File: config.mk
export PLATFORM = sky130hd
export DESIGN_NAME = sync_fifo_param
export DESIGN_NICKNAME = d
export VERILOG_FILES = /design/src/rtl/sync_fifo_param.sv
export SDC_FILE = /design/constraint.sdc
export NUM_CORES = 1
export LEC_CHECK = 0
export CAP_MARGIN = 10
export CORE_MARGIN = 2
export CORE_UTILIZATION = 50
export CTS_BUF_LIST = sky130_fd_sc_hd__clkbuf_2 sky130_fd_sc_hd__clkbuf_4 sky130_fd_sc_hd__clkbuf_8
export CTS_CLUSTER_DIAMETER = 120
export DETAILED_ROUTE_END_ITERATION = 16
export GPL_TIMING_DRIVEN = 0
export PLACE_DENSITY = 0.73
export SLEW_MARGIN = 40
export SYNTH_ARGS = -nofsm -noshare
export SYNTH_HDL_FRONTEND = slang
export SYNTH_SLANG_ARGS = --single-unit
File: constraint.sdc
create_clock -name clk -period 5.1 [get_ports clk]
set_input_delay 1.02 -clock clk [delete_from_list [all_inputs] [get_ports clk]]
set_output_delay 1.02 -clock clk [all_outputs]
set_load 0.02 [all_outputs]
File: src/rtl/sync_fifo_param.sv
// rtl/sync_fifo_param.sv - parametrised synchronous FIFO with simultaneous read/write and status flags
module sync_fifo_param #(
    parameter int unsigned DATA_WIDTH = 32,
    parameter int unsigned ADDR_WIDTH = 3,
    parameter int unsigned AF_LEVEL   = (2 ** ADDR_WIDTH) - 1,
    parameter int unsigned AE_LEVEL   = 1
) (
    input  logic                  clk,
    input  logic                  reset_n,
    input  logic                  wr_en,
    input  logic                  rd_en,
    input  logic [DATA_WIDTH-1:0] d_in,
    output logic [DATA_WIDTH-1:0] d_out,
    output logic                  full,
    output logic                  empty,
    output logic                  almost_full,
    output logic                  almost_empty,
    output logic                  wr_ack,
    output logic                  wr_err,
    output logic                  rd_ack,
    output logic                  rd_err,
    output logic [ADDR_WIDTH:0]   data_count
);

    localparam int unsigned DEPTH = 2 ** ADDR_WIDTH;
    localparam logic [ADDR_WIDTH:0] DEPTH_C = {1'b1, {ADDR_WIDTH{1'b0}}};
    localparam logic [ADDR_WIDTH:0] AF_C    = AF_LEVEL[ADDR_WIDTH:0];
    localparam logic [ADDR_WIDTH:0] AE_C    = AE_LEVEL[ADDR_WIDTH:0];

    typedef enum logic [2:0] {
        NO_OP        = 3'd0,
        WRITE        = 3'd1,
        READ         = 3'd2,
        WRITE_READ   = 3'd3,
        WR_ERR       = 3'd4,
        RD_ERR       = 3'd5,
        WR_ERR_RD    = 3'd6,
        WRITE_RD_ERR = 3'd7
    } state_t;

    state_t                  state;
    logic [DATA_WIDTH-1:0]   mem [DEPTH];
    logic [ADDR_WIDTH-1:0]   head;
    logic [ADDR_WIDTH-1:0]   tail;
    logic                    wr_acc;
    logic                    rd_acc;
    logic                    wr_rej;
    logic                    rd_rej;

    assign full         = (data_count == DEPTH_C);
    assign empty        = (data_count == '0);
    assign almost_full  = (data_count >= AF_C);
    assign almost_empty = (data_count <= AE_C);

    // A write while full still goes through when paired with a read: it lands in the slot being freed.
    assign wr_acc = wr_en & (~full | rd_en);
    assign rd_acc = rd_en & ~empty;
    assign wr_rej = wr_en & ~wr_acc;
    assign rd_rej = rd_en & ~rd_acc;

    always_ff @(posedge clk) begin
        if (wr_acc) begin
            mem[tail] <= d_in;
        end
    end

    always_ff @(posedge clk or negedge reset_n) begin
        if (!reset_n) begin
            head       <= '0;
            tail       <= '0;
            data_count <= '0;
            d_out      <= '0;
            state      <= NO_OP;
        end else begin
            // Arithmetic updates keep X on the request inputs visible in the pointers and count.
            head       <= head + {{(ADDR_WIDTH-1){1'b0}}, rd_acc};
            tail       <= tail + {{(ADDR_WIDTH-1){1'b0}}, wr_acc};
            data_count <= data_count + {{ADDR_WIDTH{1'b0}}, wr_acc}
                                     - {{ADDR_WIDTH{1'b0}}, rd_acc};
            d_out      <= rd_acc ? mem[head] : '0;
            case ({wr_acc, wr_rej, rd_acc, rd_rej})
                4'b0000: state <= NO_OP;
                4'b1000: state <= WRITE;
                4'b0010: state <= READ;
                4'b1010: state <= WRITE_READ;
                4'b0100: state <= WR_ERR;
                4'b0001: state <= RD_ERR;
                4'b0110: state <= WR_ERR_RD;
                4'b1001: state <= WRITE_RD_ERR;
                default: state <= state_t'(3'bxxx);
            endcase
        end
    end

    assign wr_ack = (state == WRITE) || (state == WRITE_READ) || (state == WRITE_RD_ERR);
    assign wr_err = (state == WR_ERR) || (state == WR_ERR_RD);
    assign rd_ack = (state == READ) || (state == WRITE_READ) || (state == WR_ERR_RD);
    assign rd_err = (state == RD_ERR) || (state == WRITE_RD_ERR);

endmodule

Yosys cells after proc, flatten, opt, wreduce, memory -nomap -nowiden
Memory sizes are Yosys's and may differ from the RTL's. A register that Yosys moved wholly into a read port is not among the register bits.
Index checks and enable logic that the tools add are counted.
{"block": "word_totals", "regBits": 42, "latch_bits": 0, "ram_bits": 256, "mem_bits_ro": 48, "in_bits": 36, "word_cells": 40, "mem_count": 2}
{"memory": "mem", "depth": 8, "width": 32, "read_ports": 1, "rd_clocked_by_memory_dff": 0, "wr": 1, "line": "42", "source": "logic [DATA_WIDTH-1:0] mem [DEPTH];"}
{"memory": "(no name shown)", "depth": 16, "width": 3, "read_ports": 1, "rd_clocked_by_memory_dff": 1, "wr": 0, "line": "81", "source": "case ({wr_acc, wr_rej, rd_acc, rd_rej})"}
{"block": "op_classes", "n_addsub": 4, "multipliers": 0, "div_mod_pow": 0, "n_lt_le_gt_ge": 2, "n_eq_ne": 8, "shifts": 0, "mux": 3, "bitwise": 9, "reduce_logical": 8}
{"cell": "$mux W32", "n": 1}
{"cell": "$eq A3 B3 Y1 const B", "n": 4}
{"cell": "$add A3 B1 Y3", "n": 2}
{"cell": "$eq A3 B2 Y1 const B", "n": 2}
{"cell": "$logic_or A1 B1 Y1", "n": 6}
{"cell": "$add A4 B1 Y4", "n": 1}
{"cell": "$and A1 B1 Y1", "n": 4}
{"cell": "$eq A4 B4 Y1 const B", "n": 1}
{"cell": "$ge A4 B3 Y1 const B", "n": 1}
{"cell": "$le A4 B1 Y1 const B", "n": 1}
{"cell": "$logic_not A4 Y1", "n": 1}
{"cell": "$not A1 Y1", "n": 4}
{"cell": "$sub A4 B1 Y4", "n": 1}
{"cell": "$eq A3 B1 Y1 const B", "n": 1}
{"cell": "$mux W1", "n": 2}
{"cell": "$logic_not A1 Y1", "n": 1}
{"cell": "$or A1 B1 Y1", "n": 1}

Depth between registers and ports, before layout
{"block": "depth", "ltp_word": 6, "ltp_mapped": 10, "ltp_nobuf": 10}

Worst setup path before layout
OpenSTA, ideal clock, no wires.
{"block": "synth_path", "kind": "input-to-reg", "from": "input rd_en", "to": "memory mem[0][0], enable pin", "setup_ns": 0.501, "arrival_ns": 4.351, "required_time_ns": 4.599, "slack_ns": 0.248, "stages": 3, "n_path_buf": 0, "path_cell_list": "or4b_2 > nand2_1 > nor4_1"}
{"block": "synth_via", "elab_chain_cells": 4}
{"item": "start: declaration", "line": "11", "source": "input logic rd_en,"}
{"item": "$or A1 B1 Y1", "line": "56", "source": "assign wr_acc = wr_en & (~full | rd_en);"}
{"item": "$and A1 B1 Y1", "line": "56"}
{"item": "$mux W1", "line": "62", "source": "if (wr_acc) begin"}
{"item": "$mux W1 (implied by the code)", "line": "63", "source": "mem[tail] <= d_in;"}
{"item": "end: declaration", "line": "42"}
Every way passes these cells.

Worst setup path after layout
{"block": "layout_path", "from": "register data_count[2]", "to": "output empty"}
{"block": "layout_via", "elab_chain_cells": 1}
{"item": "start: declaration", "line": "22", "source": "output logic [ADDR_WIDTH:0] data_count"}
{"item": "start signal: assignment", "line": "78", "source": "data_count <= data_count + {{ADDR_WIDTH{1'b0}}, wr_acc}"}
{"item": "$logic_not A4 Y1", "line": "51", "source": "assign empty = (data_count == '0);"}
{"item": "end: declaration", "line": "15", "source": "output logic empty,"}
Every way passes these cells.

==> flow_metrics.py <==
metrics = {
    "run_status": {
        "status": "finished, final reports clean",
    },
    "power_and_ir_drop": {
        "p_leak_nw": 4.81,
        "seqPwrFrac_pct": 43.6,
        "power_switching_mw": 2.13,
        "p_clk_share_pct": 27.0,
        "power_density_nw_per_um2": 552,
        "power_frac_comb_pct": 29.5,
        "switching_share_pct": 28.2,
        "vdd_drop_max_v": 0.000282,
        "internal_power_mw": 5.40,
    },
    "synth": {
        "synth_edf_count": 256,
        "syn-num-nets": 525,
        "synth_seq_cells": 301,
        "synth_cells": 476,
        "yosysTopAreaCell": "edfxtp_1",
        "async_flop_share_pct": 15.0,
        "avgSynthCellArea_sq_um": 23.3,
        "yosys-top-cells-area": "edfxtp_1 69%, mux4_2 13%, dfrtp_1 10%, a22o_1 2.5%, ha_1 1.4%",
        "synth.most_common_cell": "edfxtp_1",
        "synth_common_cells": "256 x edfxtp_1, 64 x mux4_2, 45 x dfrtp_1",
        "syn-cell-area_sq_um": 11100,
        "seq_area_frac_synth_pct": 79.4,
        "ys.flop_type": "edfxtp_1",
        "yosysWarnings": 0,
        "synth_top_area_share_pct": 69.2,
        "synth.distinct_cells": 31,
    },
    "clock_tree": {
        "postCtsSetupBuffers": 0,
        "htree_levels": 2,
        "cts_buffers": 45,
        "cts_tree": "yes",
        "cts_resized": 0,
        "path_clk_slew_ns": 0.06,
        "ctsHoldBuffers": 0,
        "insertion_delay_ns": 0.54,
        "clkSinkCount": 301,
        "cts_root_buffer": "clkbuf_8",
        "clk_path_buf_depth": 3,
    },
    "place": {
        "post_dp_cell_area_sq_um": 12700,
        "place_congestion": 0.681,
        "place_ws_ns": 1.41,
        "io_buffers": 79,
        "hpwl_um": 14200,
    },
    "drt": {
        "via_count": 5348,
        "drtPass1Iterations": 5,
        "finalWirelength_um": 21400,
        "detail_route.wl_per_cell_um": 22.4,
        "drc": 0,
        "ant_nets": 0,
        "viasPerCell": 5.58,
        "drt_iter0_drc": 441,
    },
    "sta": {
        "setup_tns_ns": 0,
        "finClkSkew_ns": 0.0148,
        "setup_ws_ns": 1.77,
        "timing.slew.headroom_pct": 46.8,
        "hold_viol_final": 0,
        "fin_crit_sh_pct": 65.2,
        "fin_hold_ws_ns": 0.344,
        "setup_violations": 0,
        "rsz0062_at_grt": "false",
        "max_clock_freq_mhz": 301,
        "period_needed_ns": 3.33,
        "slew_viol_final": 0,
        "tightestPinTransition_ns": 0.798,
    },
    "grt": {
        "grtUsageTotal_pct": 18.8,
        "first_global_vias": 5560,
        "grt_pass1_wl_um": 32800,
        "grt-ovfl-total": 0,
        "grt_start_max_net_pins": 33,
        "antenna_found_initial": 0,
    },
    "worst_setup_path": {
        "crit_path_start_kind": "flop",
        "r2r_slack_ns": 2.27,
        "rr_worst_depth": 9,
        "cp.arrival_ns": 2.31,
        "cp_slowest_stage_delay_ns": 0.67,
        "critical_path_required_ns": 4.08,
        "cp_slowest_cell": "clkdlybuf4s50_1",
        "path_cells": "inv_1, ha_1, nor3b_4, clkdlybuf4s50_1",
        "cp-end-kind": "primary output",
        "r2r_end": "mem[0][19]$_DFFE_PP_",
        "timing.rr.start": "data_count[2]$_DFF_PN0_",
        "crit_path_max_fanout": 6,
        "crit_type": "reg -> out",
    },
    "floorplan": {
        "num_io_pins": 80,
        "die_h_um": 153,
        "rows": 54,
        "die_area_sq_um": 23400,
        "core_sq_um": 21800,
        "start_util_pct": 50.9,
        "die_w_um": 153,
    },
    "final_layout": {
        "drive_gt1_share_pct": 30.9,
        "antennaDiodeCount": 0,
        "fin_nets": 691,
        "fin_util_pct": 62.5,
        "syn_to_final_growth_pct": 22.9,
        "regArea_sq_um": 8810,
        "multi_input_area_sq_um": 2180,
        "fillers": 1470,
        "final_cell_area_sq_um": 13600,
    },
    "worst_hold_path": {
        "hold_class": "in -> async",
    },
    "job": {
        "max_cap_violations": 0,
    },
}
cell type report:
type	count	share of cell area (%)
Sequential cell	301	64.6
Multi-Input combinational cell	146	16.0
Timing Repair Buffer	119	8.61
Clock buffer	74	6.41
Tap cell	280	2.57
Buffer	21	0.990
Clock inverter	10	0.688
Inverter	8	0.220
worst max path at each step:
stage	to	slack (ns)	from	cells past startpoint
6_report	empty	1.77	data_count[2]$_DFF_PN0_	4
5_1_grt	empty	1.65	data_count[2]$_DFF_PN0_	4
4_1_cts	empty	1.76	data_count[2]$_DFF_PN0_	4
3_5_place_dp	mem[0][19]$_DFFE_PP_	1.41	rd_en	8
2_1_floorplan	mem[0][0]$_DFFE_PP_	0.25	rd_en	3
3_3_place_gp	mem[0][19]$_DFFE_PP_	-3.56	rd_en	4
power groups by stage:
stage	registers, mW	logic [mW]	clock network, mW
detailed placement	3.33	2.25	0
floorplan	3.44	1.26	0
finish	3.28	2.22	2.03
global placement	3.34	2.06	0
CTS	3.28	2.26	2.08
global route	3.31	2.37	2.19
stage by stage:
stage	instances	power [mW]
after detailed placement	875	5.58
final	959	7.53
after global placement	835	5.40
after global routing	959	7.88
after CTS	959	7.62
after floorplan	476	4.70
sequential cells by signal, summed over array words and instances (netlist names):
name,count
mem,256
d_out,32
tail,3
state,3
data_count,4
head,3
routing by layer:
metal | part of all wire [%] | wire (um) | track usage [%]
met1 | 42 | 8990 | 26.3
met2 | 50 | 10700 | 30.1
met3 | 6.5 | 1400 | 3.97
met4 | 1.6 | 349 | 6.08
met5 | 0 | 0 | 0
cells by family (layout without fill, tap and decap cells):
| family | Yosys count | in the layout | synth area share [%] |
|---|---|---|---|
| mux | 64 | 64 | 13.0 |
| simple gates | 26 | 26 | 1.43 |
| xor+xnor | 4 | 4 | 0.315 |
| buf+inv | 29 | 232 | 1.49 |
| fa+ha+maj | 13 | 13 | 1.53 |
| compound gates | 39 | 39 | 2.91 |
| flops | 301 | 301 | 79.4 |
critical path: cells and delay by family (launching register included):
family | cells | cell delay [ns]
buffers and inverters | 2 | 0.80
flip-flops | 1 | 0.40
AND/OR/NAND/NOR | 1 | 0.35
adder cells (fa/ha/maj) | 1 | 0.21
placed cells by master (no fill, tap or decap), drive strengths merged, types with 4 or more instances in the layout:
master | netlist | layout
mux4 | 64 | 64
xor2 | 4 | 4
ha | 12 | 12
dfrtp | 45 | 45
clkdlybuf4s50 | 0 | 78
inv | 8 | 8
a22o | 32 | 32
nand2 | 5 | 5
clkbuf | 2 | 76
nor2 | 4 | 4
edfxtp | 256 | 256
buf | 19 | 60
nor3 | 4 | 4
clkinv | 0 | 7
No activity file was read; power rests on OpenSTA's default activity.
